===== src/rtl/arb_mux_reg.sv =====
// Registered N-channel valid/ready multiplexer with round-robin or fixed-priority
// arbitration, a manual-select override and one output register stage.
module arb_mux_reg #(
   parameter int WIDTH    = 20,
   parameter int CHANNELS = 4,
   parameter int RR       = 1,
   parameter int SEL_W    = (CHANNELS > 1) ? $clog2(CHANNELS) : 1
) (
   input  logic                      clk,
   input  logic                      rst,
   input  logic [CHANNELS*WIDTH-1:0] in_data,
   input  logic [CHANNELS-1:0]       in_valid,
   output logic [CHANNELS-1:0]       in_ready,
   input  logic                      force_en,
   input  logic [3:0]                force_sel,
   output logic [WIDTH-1:0]          out_data,
   output logic [SEL_W-1:0]          out_sel,
   output logic                      out_valid,
   input  logic                      out_ready
);

   localparam int unsigned CH = CHANNELS;

   logic                      load;
   logic                      gnt_any;
   logic [SEL_W-1:0]          gnt;
   logic [SEL_W-1:0]          ptr;
   logic [SEL_W-1:0]          ptr_nxt;
   logic [WIDTH-1:0]          sel_data;
   logic [CHANNELS*WIDTH-1:0] data_sh;

   assign load = !out_valid || out_ready;

   // Channel bits are picked by shifting rather than indexing so the scan
   // works for any CHANNELS, including non-powers of two.
   always_comb begin
      logic [CHANNELS-1:0] vsh;
      int unsigned         idx;
      gnt_any = 1'b0;
      gnt     = '0;
      vsh     = '0;
      idx     = 0;
      if (force_en) begin
         vsh = in_valid >> force_sel;
         if (32'(force_sel) < CH && vsh[0]) begin
            gnt_any = 1'b1;
            gnt     = SEL_W'(force_sel);
         end
      end else if (RR != 0) begin
         for (int unsigned k = 0; k < CH; k++) begin
            idx = (32'(ptr) + k) % CH;
            vsh = in_valid >> idx;
            if (!gnt_any && vsh[0]) begin
               gnt_any = 1'b1;
               gnt     = SEL_W'(idx);
            end
         end
      end else begin
         for (int unsigned i = 0; i < CH; i++) begin
            vsh = in_valid >> i;
            if (!gnt_any && vsh[0]) begin
               gnt_any = 1'b1;
               gnt     = SEL_W'(i);
            end
         end
      end
   end

   always_comb begin
      data_sh  = in_data >> (32'(gnt) * WIDTH);
      sel_data = data_sh[WIDTH-1:0];
      ptr_nxt  = (32'(gnt) == CH - 1) ? '0 : gnt + SEL_W'(1);
      in_ready = '0;
      if (!rst && load && gnt_any)
         in_ready = {{(CHANNELS-1){1'b0}}, 1'b1} << gnt;
   end

   always_ff @(posedge clk or posedge rst) begin
      if (rst) begin
         out_valid <= 1'b0;
         out_data  <= '0;
         out_sel   <= '0;
         ptr       <= '0;
      end else if (load) begin
         if (gnt_any) begin
            out_data  <= sel_data;
            out_sel   <= gnt;
            out_valid <= 1'b1;
            ptr       <= ptr_nxt;
         end else begin
            out_valid <= 1'b0;
         end
      end
   end

endmodule


===== config.mk =====
export PLATFORM = sky130hd
export DESIGN_NAME = arb_mux_reg
export DESIGN_NICKNAME = d
export VERILOG_FILES = /design/src/rtl/arb_mux_reg.sv
export SDC_FILE = /design/constraint.sdc
export NUM_CORES = 1
export LEC_CHECK = 0
export ABC_AREA = 1
export BUFFER_PORTS_ARGS = -buffer_cell sky130_fd_sc_hd__buf_4
export CAP_MARGIN = 20
export CORE_MARGIN = 4
export CORE_UTILIZATION = 49
export DETAILED_ROUTE_END_ITERATION = 8
export PLACE_DENSITY = 0.86
export SLEW_MARGIN = 15
export SYNTH_ARGS = -nofsm -noshare
export SYNTH_HDL_FRONTEND = slang
export SYNTH_SLANG_ARGS = --single-unit

===== constraint.sdc =====
create_clock -name clk -period 3.7 [get_ports clk]
set_input_delay 0.74 -clock clk [delete_from_list [all_inputs] [get_ports clk]]
set_output_delay 0.74 -clock clk [all_outputs]
set_load 0.02 [all_outputs]

# [Word-level counts from Yosys, hierarchy flattened]
# Cells that the tools add are included.
[totals] reg_bits=25 inputBits=92 output_inout_bits=27 wordCells=49
[op_classes] addsub=4 multipliers=1 magnitude_cmp=1 eq_ne=1 n_shift=7 mux=18 reduce_logical=13
[op_table] op="80-bit by 7-bit >> shifter with 20-bit output" n=1
[op_table] op="4-bit by 2-bit >> shifter with 1-bit output" n=4
[op_table] op="2-bit two-way mux" n=7
[op_table] op="1-bit two-way mux" n=10
[op_table] op="1-bit logical AND" n=6
[op_table] op="1-bit zero test" n=5
[op_table] op="2-bit by 3-bit multiplier with 5-bit output, second input constant" n=1
[op_table] op="2-bit by 1-bit adder with 2-bit output, second input constant" n=2
[op_table] op="2-bit adder, second input constant" n=2
[op_table] op="4-bit by 3-bit less-than comparator with 1-bit output, second input constant" n=1
[op_table] op="4-bit two-way mux" n=1
[op_table] op="1-bit by 2-bit << shifter with 4-bit output, first input constant" n=1
[op_table] op="4-bit by 4-bit >> shifter with 1-bit output" n=1
[op_table] op="2-bit == test, second input constant" n=1
[op_table] op="2-bit AND reduction" n=1
[op_table] op="1-bit logical OR" n=1

# [Logic depth before layout (Yosys ltp)]
# Gate-level depths: netlist of run 1.
[logic_depth] word_depth=17 ltp_mapped=18 depth_no_buf=16

# [Worst setup path before layout of run 1]
# OpenSTA, ideal clock, no wires.
[synth_timing] path_type="input port to output port" from="input in_valid[2]" to="output in_ready[3]" arrival_ns=2.241 required_time_ns=2.960 path_slack_ns=0.719 stages=10 path_buffers=1 cell_sequence="inv_1 > o21ai_0 > nand2_1 > nor2_1 > nand2_1 > nand2_4 > buf_2 > ha_1 > inv_1 > nor2_1"
[synth_via] elab_chain_len=17 word_cells_on_any_way=30 cone_classes="6 x shift; 16 x mux; 8 x reduce/logical"
[synth_rtl] element="start, declared" line_no="12" rtl="input logic [CHANNELS-1:0] in_valid,"
[synth_rtl] element="4-bit by 2-bit >> shifter with 1-bit output" line_no="52" rtl="vsh = in_valid >> idx;"
[synth_rtl] element="1-bit two-way mux" line_no="53" rtl="if (!gnt_any && vsh[0]) begin"
[synth_rtl] element="1-bit two-way mux" line_no="43" rtl="if (force_en) begin"
[synth_rtl] element="1-bit zero test" line_no="53"
[synth_rtl] element="1-bit logical AND" line_no="53"
[synth_rtl] element="1-bit two-way mux" line_no="53"
[synth_rtl] element="1-bit two-way mux" line_no="43"
[synth_rtl] element="1-bit zero test" line_no="53"
[synth_rtl] element="(+2 left out)"
[synth_rtl] element="1-bit two-way mux" line_no="43"
[synth_rtl] element="1-bit zero test" line_no="53"
[synth_rtl] element="1-bit logical AND" line_no="53"
[synth_rtl] element="2-bit two-way mux" line_no="53"
[synth_rtl] element="2-bit two-way mux *" line_no="43"
[synth_rtl] element="named net gnt[0]" line_no="26" rtl="logic [SEL_W-1:0] gnt;"
[synth_rtl] element="1-bit by 2-bit << shifter with 4-bit output *" line_no="75" rtl="in_ready = {{(CHANNELS-1){1'b0}}, 1'b1} << gnt;"
[synth_rtl] element="4-bit two-way mux *" line_no="74" rtl="if (!rst && load && gnt_any)"
[synth_rtl] element="end, declared" line_no="13" rtl="output logic [CHANNELS-1:0] in_ready,"
# Mark *: on every way through the listed nets, which the timed path passes. The rest lies on a longest branch. The select of a mux whose other input is x is not followed.

# [Worst setup path in the final report of run 1]
[layout_timing] from="register ptr[0]" to="output in_ready[2]"
[layout_via] elab_chain_len=17 word_cells_on_any_way=29 cone_classes="3 x add/sub; 5 x shift; 14 x mux; 7 x reduce/logical"
[layout_rtl] element="start, declared" line_no="27" rtl="logic [SEL_W-1:0] ptr;"
[layout_rtl] element="start signal, assigned" line_no="89" rtl="ptr <= ptr_nxt;"
[layout_rtl] element="4-bit by 2-bit >> shifter with 1-bit output" line_no="52"
[layout_rtl] element="1-bit two-way mux" line_no="53"
[layout_rtl] element="1-bit two-way mux" line_no="43"
[layout_rtl] element="1-bit zero test" line_no="53"
[layout_rtl] element="1-bit logical AND" line_no="53"
[layout_rtl] element="1-bit two-way mux" line_no="53"
[layout_rtl] element="1-bit two-way mux" line_no="43"
[layout_rtl] element="1-bit zero test" line_no="53"
[layout_rtl] element="1-bit logical AND" line_no="53"
[layout_rtl] element="1-bit two-way mux" line_no="53"
[layout_rtl] element="1-bit two-way mux" line_no="43"
[layout_rtl] element="1-bit zero test" line_no="53"
[layout_rtl] element="1-bit logical AND" line_no="53"
[layout_rtl] element="2-bit two-way mux or 1-bit two-way mux (tied branches)" line_no="53"
[layout_rtl] element="2-bit two-way mux or 1-bit two-way mux (tied branches)" line_no="43"
[layout_rtl] element="1-bit by 2-bit << shifter with 4-bit output or 1-bit logical AND (tied branches)" line_no="75, 74"
[layout_rtl] element="4-bit two-way mux *" line_no="74"
# Every way passes the cells marked *; elsewhere a longest branch is shown, timed or not. The select of a mux whose other input is x is not followed.

==> reports/qor.json, run 1 <==
{
  "outcome": {"value": "completed"},
  "drt_iter0_drc": {"value": 177},
  "power.switching_fraction": {"value": 51.1, "unit": "%"},
  "synth-seq-area-share": {"value": 27.6, "unit": "%"},
  "combinational_power_share": {"value": 68.5, "unit": "%"},
  "critical_path_peak_fanout": {"value": 18},
  "worst-r2r-cell-count": {"value": 16},
  "post-synth-top-area-cell": {"value": "sky130_fd_sc_hd__nand2_1"},
  "core_region_area": {"value": 4410, "unit": "um^2"},
  "final_routed_drc_violation_total": {"value": 0},
  "antenna_found_initial": {"value": 0},
  "cp-end-kind": {"value": "output port"},
  "detailed_placer_s_ending_hpwl": {"value": 5460, "unit": "um"},
  "hold_start": {"value": "out_data[5]"},
  "setup_viol": {"value": 0},
  "timing.fmax": {"value": 0.309, "unit": "GHz"},
  "hold_class": {"value": "flop to flop"},
  "cts_root_buf": {"value": "sky130_fd_sc_hd__clkbuf_8"},
  "tritoncts": {"value": "yes"},
  "grt_first_pass_wirelength": {"value": 11700, "unit": "um"},
  "psw": {"value": 1070, "unit": "uW"},
  "path_clk_slew": {"value": 0.09, "unit": "ns"},
  "htreeDepth": {"value": 1},
  "port_buffers": {"value": 118},
  "yosys_register_bits": {"value": 25},
  "nNetsFinal": {"value": 613},
  "tritoncts_buffer_count": {"value": 3},
  "total_iterations_of_the_first_detailed_routing_run": {"value": 4},
  "final_antenna_diode_count": {"value": 0},
  "synth_nets": {"value": 499},
  "vias": {"value": 2785},
  "maxSlewViolCount": {"value": 0},
  "number_of_sinks_driven_by_the_clock_tree": {"value": 25},
  "area.growth.synth_to_final": {"value": 41.8, "unit": "%"},
  "synth_largest_type_area_fraction": {"value": 32.5, "unit": "%"},
  "holdPathEnd": {"value": "out_data[5]"},
  "grt_setup_unrepaired": {"value": "false"},
  "grtUsageTotal": {"value": 23.1, "unit": "%"},
  "die-height": {"value": 76.0, "unit": "um"},
  "clock_path_buffers": {"value": 2},
  "yosysWarningCount": {"value": 0},
  "floorplan.io_pins": {"value": 119},
  "routed_via_density": {"value": 4.90},
  "fraction_of_layout_cells_with_a_size_suffix_above_1": {"value": 27.9, "unit": "%"},
  "timing.reg2reg.setup_slack": {"value": 1.26, "unit": "ns"},
  "syn-cell-area": {"value": 2270, "unit": "um^2"},
  "die_w": {"value": 76.0, "unit": "um"},
  "slew_headroom": {"value": 63.2, "unit": "%"},
  "synth_area_per_cell": {"value": 5.63, "unit": "um^2"},
  "timing.setup.critical_path_class": {"value": "flop to output port"},
  "place.gp.congestion": {"value": 0.840},
  "cts.repair.resized": {"value": 0},
  "power_density": {"value": 651, "unit": "nW/um^2"},
  "detail_route.wirelength": {"value": 6770, "unit": "um"},
  "timing.final.crit_share": {"value": 87.4, "unit": "%"},
  "routed_wire_length_per_instance": {"value": 11.9, "unit": "um"},
  "number_of_routed_nets_with_antenna_violations": {"value": 0},
  "worst_ep_arrival_time": {"value": 2.49, "unit": "ns"},
  "global_route.overflow_total": {"value": 0},
  "synth.area.top_cells": {"value": "sky130_fd_sc_hd__nand2_1 (32%), sky130_fd_sc_hd__dfrtp_1 (28%), sky130_fd_sc_hd__nand3_1 (13%)"},
  "r2r_end": {"value": "out_data[11]"},
  "grt_use_met2": {"value": 39.5, "unit": "%"},
  "cp-start-kind": {"value": "flop"},
  "post_cts_hold_buffer_count": {"value": 0},
  "clock_skew": {"value": 0.00423, "unit": "ns"},
  "cellLeakagePower": {"value": 0.00205, "unit": "uW"},
  "final_hold_vios": {"value": 0},
  "gr-usage-met1": {"value": 28.4, "unit": "%"},
  "post_cts_buffers": {"value": 0},
  "worst_case_vdd_ir_drop": {"value": 0.383, "unit": "mV"},
  "cp.required": {"value": 2.96, "unit": "ns"},
  "power.total": {"value": 2090, "unit": "uW"},
  "busiest_layer": {"value": "met2"},
  "via_count_of_the_first_global_routing_pass": {"value": 2648},
  "crit-reg2reg-launch": {"value": "ptr[0]"},
  "starting_density": {"value": 51.4, "unit": "%"},
  "internal_power": {"value": 1020, "unit": "uW"},
  "seqPwrFrac": {"value": 23.6, "unit": "%"},
  "setup_total_negative_slack": {"value": 0, "unit": "ns"},
  "synthesis.instances": {"value": 403},
  "min_path_cells": {"value": 2},
  "clock_power_share": {"value": 7.9, "unit": "%"},
  "max_cap_violations": {"value": 0},
  "timing_worst_slew_pin_value": {"value": 0.549, "unit": "ns"},
  "grt_max_degree": {"value": 30},
  "grtUsageMet3": {"value": 6.74, "unit": "%"},
  "final.min_clock_period": {"value": 3.23, "unit": "ns"},
  "design.die.area": {"value": 5780, "unit": "um^2"},
  "insertion_delay": {"value": 0.27, "unit": "ns"},
  "std_cell_rows": {"value": 24},
  "unique_cell_type_count_in_the_yosys_netlist": {"value": 25}
}
## layer usage
layer | vias to the layer above | part of all wire (%)
met3 | 8 | 8.8
met1 | 1240 | 40
li1 | 1433 | -
met5 | - | 0
met4 | 0 | 1.2
met2 | 104 | 50
## worst max path at each step
stage | start | end | slack [ns] | cells after the start
final | ptr[0] | in_ready[2] | 0.47 | 16
after CTS | ptr[0] | in_ready[2] | 0.50 | 16
after detailed placement | in_valid[3] | in_ready[2] | 0.63 | 16
after global placement | in_valid[2] | in_ready[0] | 0.68 | 12
after floorplan | in_valid[2] | in_ready[3] | 0.72 | 10
after global routing | ptr[0] | in_ready[2] | 0.21 | 14
## power by group through the flow
stage / sequential, uW / combinational, uW / clock, uW
after floorplan: 614 / 880 / 0
after global placement: 491 / 1410 / 0
after detailed placement: 494 / 1440 / 0
after CTS: 492 / 1440 / 167
after global routing: 511 / 1620 / 179
final: 493 / 1430 / 166
## kinds of logic (layout without fill, tap and decap cells)
group	after synthesis	after routing	share of synthesized area, %
adders and majority gates	4	4	2.21
and+or+nand+nor	280	280	51.2
buffers and inverters	84	197	15.8
DFF	25	25	27.6
AOI/OAI and AO/OA	10	10	3.20
## Yosys cell counts (all sizes together)
master  number
a211oi       1
a21oi        1
buf         13
clkbuf       3
dfrtp       25
ha           4
inv         68
nand2      199
nand3       62
nor2        18
nor3         1
o21a         1
o21ai        6
o21bai       1
## critical path, stage by stage, from the launching register on
cell and delay [ns]:
sky130_fd_sc_hd__dfrtp_1 0.58, sky130_fd_sc_hd__inv_2 0.16, sky130_fd_sc_hd__nand2_1 0.11, sky130_fd_sc_hd__nand2_1 0.07
sky130_fd_sc_hd__nand2_1 0.08, sky130_fd_sc_hd__nand2_1 0.08, sky130_fd_sc_hd__nor2_1 0.11, sky130_fd_sc_hd__nand3_1 0.07
sky130_fd_sc_hd__nand2_1 0.07, sky130_fd_sc_hd__inv_2 0.05, sky130_fd_sc_hd__nand2_2 0.08, sky130_fd_sc_hd__nand2_4 0.12
sky130_fd_sc_hd__inv_4 0.18, sky130_fd_sc_hd__ha_1 0.17, sky130_fd_sc_hd__inv_1 0.04, sky130_fd_sc_hd__nor2_1 0.09
sky130_fd_sc_hd__buf_4 0.15
## cells in the final DEF (no fill, tap or decap), drive strengths merged
cell / netlist / layout
nand2: 199 / 199
o21ai: 6 / 6
clkinv: 0 / 1
dfrtp: 25 / 25
nand3: 62 / 62
nor2: 18 / 18
nor3: 1 / 1
a21oi: 1 / 1
ha: 4 / 4
a211oi: 1 / 1
buf: 13 / 125
o21bai: 1 / 1
inv: 68 / 68
o21a: 1 / 1
clkbuf: 3 / 3
## per-stage QoR
stage                     setup WS (ns)  instance area (um^2)  hold WS, ns  cells  util (%)
after global routing              0.215                  3220        0.516    568      72.8
after global placement            0.682                  3170        0.465    564      71.8
after floorplan                   0.719                  2270        0.589    403         -
after CTS                         0.505                  3220        0.492    568      72.8
after detailed placement          0.630                  3170        0.468    564      71.8
final                             0.468                  3220        0.497    568      72.8
## cell type report
type / count / area (um^2)
multi-input cells: 294 / 1280
fillers: 411 / 1200
repair buffers: 125 / 938
flip-flops and latches: 25 / 626
inverters: 68 / 258
well taps: 52 / 65.1
clock buffers: 3 / 41.3
clock inverters: 1 / 5.00
## state kept, by name, indices dropped and copies added, names as in the netlist
signal	count
out_valid	1
out_sel	2
ptr	2
out_data	20
(Power assumes the default switching activity.)
==> inputs of run 2 (changes only) <==
--- a/config.mk
+++ b/config.mk
@@ -5,11 +5,10 @@
 export SDC_FILE = /design/constraint.sdc
 export NUM_CORES = 1
 export LEC_CHECK = 0
-export ABC_AREA = 1
+export ABC_AREA = 0
 export BUFFER_PORTS_ARGS = -buffer_cell sky130_fd_sc_hd__buf_4
 export CAP_MARGIN = 20
-export CORE_MARGIN = 4
-export CORE_UTILIZATION = 49
+export CORE_UTILIZATION = 48
 export DETAILED_ROUTE_END_ITERATION = 8
 export PLACE_DENSITY = 0.86
 export SLEW_MARGIN = 15
==> run 2 against run 1 <==
Largest cell class unchanged; critical endpoint is now in_ready[3]; setup slack better by 0.10 ns; clock skew is 0.00085 ns higher; via count is 29% lower; utilization is 1.1 points higher; global-route usage is 0.97 points higher; flip-flop and latch count stayed put; non-clock buffer count stayed put.
==> reports/qor.json, run 2 <==
{
  "synth.area.top_cells": {"value": "sky130_fd_sc_hd__dfrtp_1 (30%), sky130_fd_sc_hd__a221oi_2 (14%), sky130_fd_sc_hd__a211oi_2 (12%)"},
  "most_frequently_used_flop_master_after_synthesis": {"value": "sky130_fd_sc_hd__dfrtp_1"},
  "hold_class": {"value": "input port to asynchronous set/reset pin"},
  "port_buffers": {"value": 118, "change": "unchanged"},
  "area.growth.synth_to_final": {"value": 44.5, "unit": "%"},
  "cp.buffers_inverters": {"value": 3, "change": "-2"},
  "cp.required": {"value": 2.96, "unit": "ns", "change": "about the same"},
  "placed_area": {"value": 3000, "unit": "um^2", "change": "-5.4%"},
  "core_utilization_of_the_finished_layout": {"value": 74.0, "unit": "%", "change": "+1.1 points"},
  "worst_setup_path_endpoint": {"value": "in_ready[3]"},
  "worst-r2r-cell-count": {"value": 7, "change": "-9"},
  "synth_largest_type_area_fraction": {"value": 29.7, "unit": "%", "change": "-2.8 points"},
  "placement.setup.worst_slack": {"value": 0.590, "unit": "ns", "change": "-0.0393 ns"},
  "synth_area_per_cell": {"value": 10.8, "unit": "um^2", "change": "+92%"},
  "post-route-cell-area": {"value": 3040, "unit": "um^2", "change": "-5.3%"},
  "worst_ep_arrival_time": {"value": 2.39, "unit": "ns", "change": "-0.10 ns"},
  "routed_via_density": {"value": 5.52, "change": "+13%"},
  "setup_viol": {"value": 0, "change": "unchanged"},
  "cts_root_buf": {"value": "sky130_fd_sc_hd__clkbuf_8"},
  "r2r_end": {"value": "out_data[15]"},
  "max_cap_violations": {"value": 0, "change": "unchanged"},
  "final_routed_drc_violation_total": {"value": 0, "change": "unchanged"},
  "die-height": {"value": 68.3, "unit": "um", "change": "-10%"},
  "final_antenna_diode_count": {"value": 0, "change": "unchanged"},
  "setup_slack": {"value": 0.568, "unit": "ns", "change": "+0.101 ns"},
  "synth.top_cells.by_count": {"value": "sky130_fd_sc_hd__dfrtp_1 (25), sky130_fd_sc_hd__nor2_1 (23)"},
  "via_count_of_the_first_global_routing_pass": {"value": 1800, "change": "-32%"},
  "number_of_routed_nets_with_antenna_violations": {"value": 0, "change": "unchanged"},
  "critPathTopFamily": {"value": "simple AND/OR/NAND/NOR gates"},
  "cts.repair.resized": {"value": 0, "change": "unchanged"},
  "post_cts_buffers": {"value": 0, "change": "unchanged"},
  "tritoncts_buffer_count": {"value": 3, "change": "unchanged"},
  "post_cts_hold_buffer_count": {"value": 0, "change": "unchanged"},
  "synth.most_common_cell": {"value": "sky130_fd_sc_hd__dfrtp_1"},
  "timing.fmax": {"value": 0.319, "unit": "GHz", "change": "+3.2%"},
  "worst_case_vdd_ir_drop": {"value": 0.329, "unit": "mV", "change": "-14%"},
  "timing.reg2reg.setup_slack": {"value": 1.21, "unit": "ns", "change": "-0.05 ns"},
  "timing.final.crit_share": {"value": 84.6, "unit": "%", "change": "-2.7 points"},
  "vias": {"value": 1983, "change": "-29%"},
  "number_of_sinks_driven_by_the_clock_tree": {"value": 25, "change": "unchanged"},
  "cp-start-kind": {"value": "input port"},
  "critical_path_peak_fanout": {"value": 9, "change": "-9"},
  "crit_cells": {"value": 9, "change": "-7"},
  "largest_register_ffs": {"value": 20, "change": "unchanged"},
  "insertion_delay": {"value": 0.26, "unit": "ns", "change": "about the same"},
  "timing.setup.critical_path_class": {"value": "input port to output port"},
  "largest_registers": {"value": "out_data: 20 flops, out_sel: 2 flops, ptr: 2 flops"},
  "final_common_cell": {"value": "sky130_fd_sc_hd__buf_4"},
  "yosysWarningCount": {"value": 0, "change": "unchanged"},
  "antenna_found_initial": {"value": 0, "change": "unchanged"},
  "global_route.overflow_total": {"value": 0, "change": "unchanged"},
  "floorplan.io_pins": {"value": 119, "change": "unchanged"},
  "async_reset_ff_share": {"value": 100, "unit": "%", "change": "unchanged"},
  "fillers": {"value": 322, "change": "-22%"},
  "timing_worst_slew_pin_value": {"value": 0.672, "unit": "ns", "change": "+0.122 ns"},
  "cp-end-kind": {"value": "output port"},
  "detail_route.wirelength": {"value": 5670, "unit": "um", "change": "-16%"},
  "nNetsFinal": {"value": 406, "change": "-34%"},
  "grt_max_degree": {"value": 41, "change": "+37%"},
  "die_w": {"value": 68.3, "unit": "um", "change": "-10%"},
  "grt_setup_unrepaired": {"value": "false"},
  "cellLeakagePower": {"value": 0.00139, "unit": "uW", "change": "-32%"},
  "worst_path_slowest_cell": {"value": "sky130_fd_sc_hd__nor4bb_2"},
  "routed_wire_length_per_instance": {"value": 15.8, "unit": "um", "change": "+32%"},
  "setup_total_negative_slack": {"value": 0, "unit": "ns", "change": "unchanged"},
  "maximum_single_stage_delay_on_the_critical_path": {"value": 0.45, "unit": "ns", "change": "-0.13 ns"},
  "slew_headroom": {"value": 55.2, "unit": "%", "change": "-8.0 points"},
  "htreeDepth": {"value": 1, "change": "unchanged"},
  "starting_density": {"value": 51.2, "unit": "%", "change": "-0.16 points"},
  "maxSlewViolCount": {"value": 0, "change": "unchanged"},
  "synthesis.instances": {"value": 195, "change": "-52%"},
  "crit-reg2reg-launch": {"value": "ptr[0]"},
  "grt_first_pass_wirelength": {"value": 8420, "unit": "um", "change": "-28%"},
  "crit_path_cell_trace": {"value": "buf_4 > nor4bb_2 > o21ai_1 > o311ai_4 > and2_4 > inv_6 > ha_1 > and3_1 > buf_4"},
  "cp_common_cell": {"value": "sky130_fd_sc_hd__buf_4"},
  "unique_cell_type_count_in_the_yosys_netlist": {"value": 36, "change": "+44%"},
  "final_hold_vios": {"value": 0, "change": "unchanged"},
  "place.gp.congestion": {"value": 0.856, "change": "+2.0%"},
  "grtUsageTotal": {"value": 24.1, "unit": "%", "change": "+0.97 points"},
  "post-synth-top-area-cell": {"value": "sky130_fd_sc_hd__dfrtp_1"},
  "detailed_placer_s_ending_hpwl": {"value": 4310, "unit": "um", "change": "-21%"},
  "tritoncts": {"value": "yes"},
  "path_clk_slew": {"value": 0.08, "unit": "ns", "change": "about the same"},
  "clock_skew": {"value": 0.00508, "unit": "ns", "change": "+0.000845 ns"},
  "outcome": {"value": "completed"},
  "timing_startpoint_of_the_critical_path": {"value": "in_valid[1]"},
  "yosys_register_bits": {"value": 25, "change": "unchanged"},
  "core_region_area": {"value": 4120, "unit": "um^2", "change": "-6.8%"},
  "clock_path_buffers": {"value": 2, "change": "unchanged"},
  "count_of_flip_flops_with_a_built_in_enable_after_synthesis": {"value": 0, "change": "unchanged"},
  "synth-seq-area-share": {"value": 29.7, "unit": "%", "change": "+2.1 points"},
  "drt_iter0_drc": {"value": 41, "change": "-77%"},
  "design.die.area": {"value": 4660, "unit": "um^2", "change": "-19%"},
  "final.min_clock_period": {"value": 3.13, "unit": "ns", "change": "-0.101 ns"},
  "power_density": {"value": 408, "unit": "nW/um^2", "change": "-37%"},
  "top_register": {"value": "out_data"},
  "total_iterations_of_the_first_detailed_routing_run": {"value": 4, "change": "unchanged"},
  "fraction_of_layout_cells_with_a_size_suffix_above_1": {"value": 59.5, "unit": "%", "change": "+32 points"},
  "synth_nets": {"value": 291, "change": "-42%"},
  "std_cell_rows": {"value": 23, "change": "-4.2%"},
  "final_cell_mix": {"value": "sky130_fd_sc_hd__buf_4 (125), sky130_fd_sc_hd__dfrtp_1 (25), sky130_fd_sc_hd__nor2_1 (23)"},
  "syn-cell-area": {"value": 2110, "unit": "um^2", "change": "-7.1%"}
}
[run 2: changes by cell type in the layout (fill, tap and decap cells not counted), moves of 8 or more]
cell | before | now
sky130_fd_sc_hd__nand2_1 | 196 | 5
sky130_fd_sc_hd__nand3_1 | 61 | 1
sky130_fd_sc_hd__inv_1 | 62 | 7
sky130_fd_sc_hd__a211oi_2 | 0 | 20
sky130_fd_sc_hd__a221oi_2 | 0 | 20
sky130_fd_sc_hd__and2_1 | 0 | 20
sky130_fd_sc_hd__mux2i_1 | 0 | 20
sky130_fd_sc_hd__nor2_1 | 15 | 23
[run 2: worst min-delay path by stage]
stage                          start          end  cells past startpoint
final                            rst   out_sel[1]                      2
after global routing             rst   out_sel[1]                      2
after CTS                        rst  out_data[8]                      2
after detailed placement  out_sel[0]   out_sel[0]                      2
after global placement    out_sel[0]   out_sel[0]                      2
after floorplan               ptr[0]       ptr[0]                      1
[run 2: through the flow]
step / std cells / power (uW) / hold WS, ns
final: 359 / 1240 / 0.398
after global placement: 355 / 1080 / 0.496
after CTS: 359 / 1250 / 0.392
after global routing: 359 / 1320 / 0.405
after detailed placement: 355 / 1090 / 0.506
after floorplan: 195 / 842 / 0.535
[run 2: cell type report]
class	count	area [um^2]	area share, %
sequential	25	626	20.6
inverter	8	35.0	1.15
timing repair buffer	125	938	30.8
tap	50	62.6	2.06
clock inverter	1	5.00	0.164
clock buffer	3	41.3	1.36
multi-input combinational	147	1340	43.9
[run 2: cell families after synthesis]
family	share of synthesized area, %
and+or+nand+nor	18.5
AOI/OAI and AO/OA	29.9
DFF	29.7
buffers and inverters	7.90
muxes	11.6
adders and majority gates	2.38
[run 2: metal layers]
metal  global-route usage (%)  routed length [um]  part of all wire [%]
met5                        0                   0                     0
met1                     28.9                2220                    39
met3                     3.50                 459                   8.1
met4                     4.43                  18                  0.32
met2                     45.2                2970                    52
[run 2: power breakdown]
| group | leakage [uW] | switching, uW | internal, uW |
|---|---|---|---|
| combinational | 0.00108 | 364 | 309 |
| clock | 0.0000255 | 83.6 | 75.1 |
| sequential | 0.000278 | 53.2 | 356 |
| total | 0.00139 | 501 | 740 |
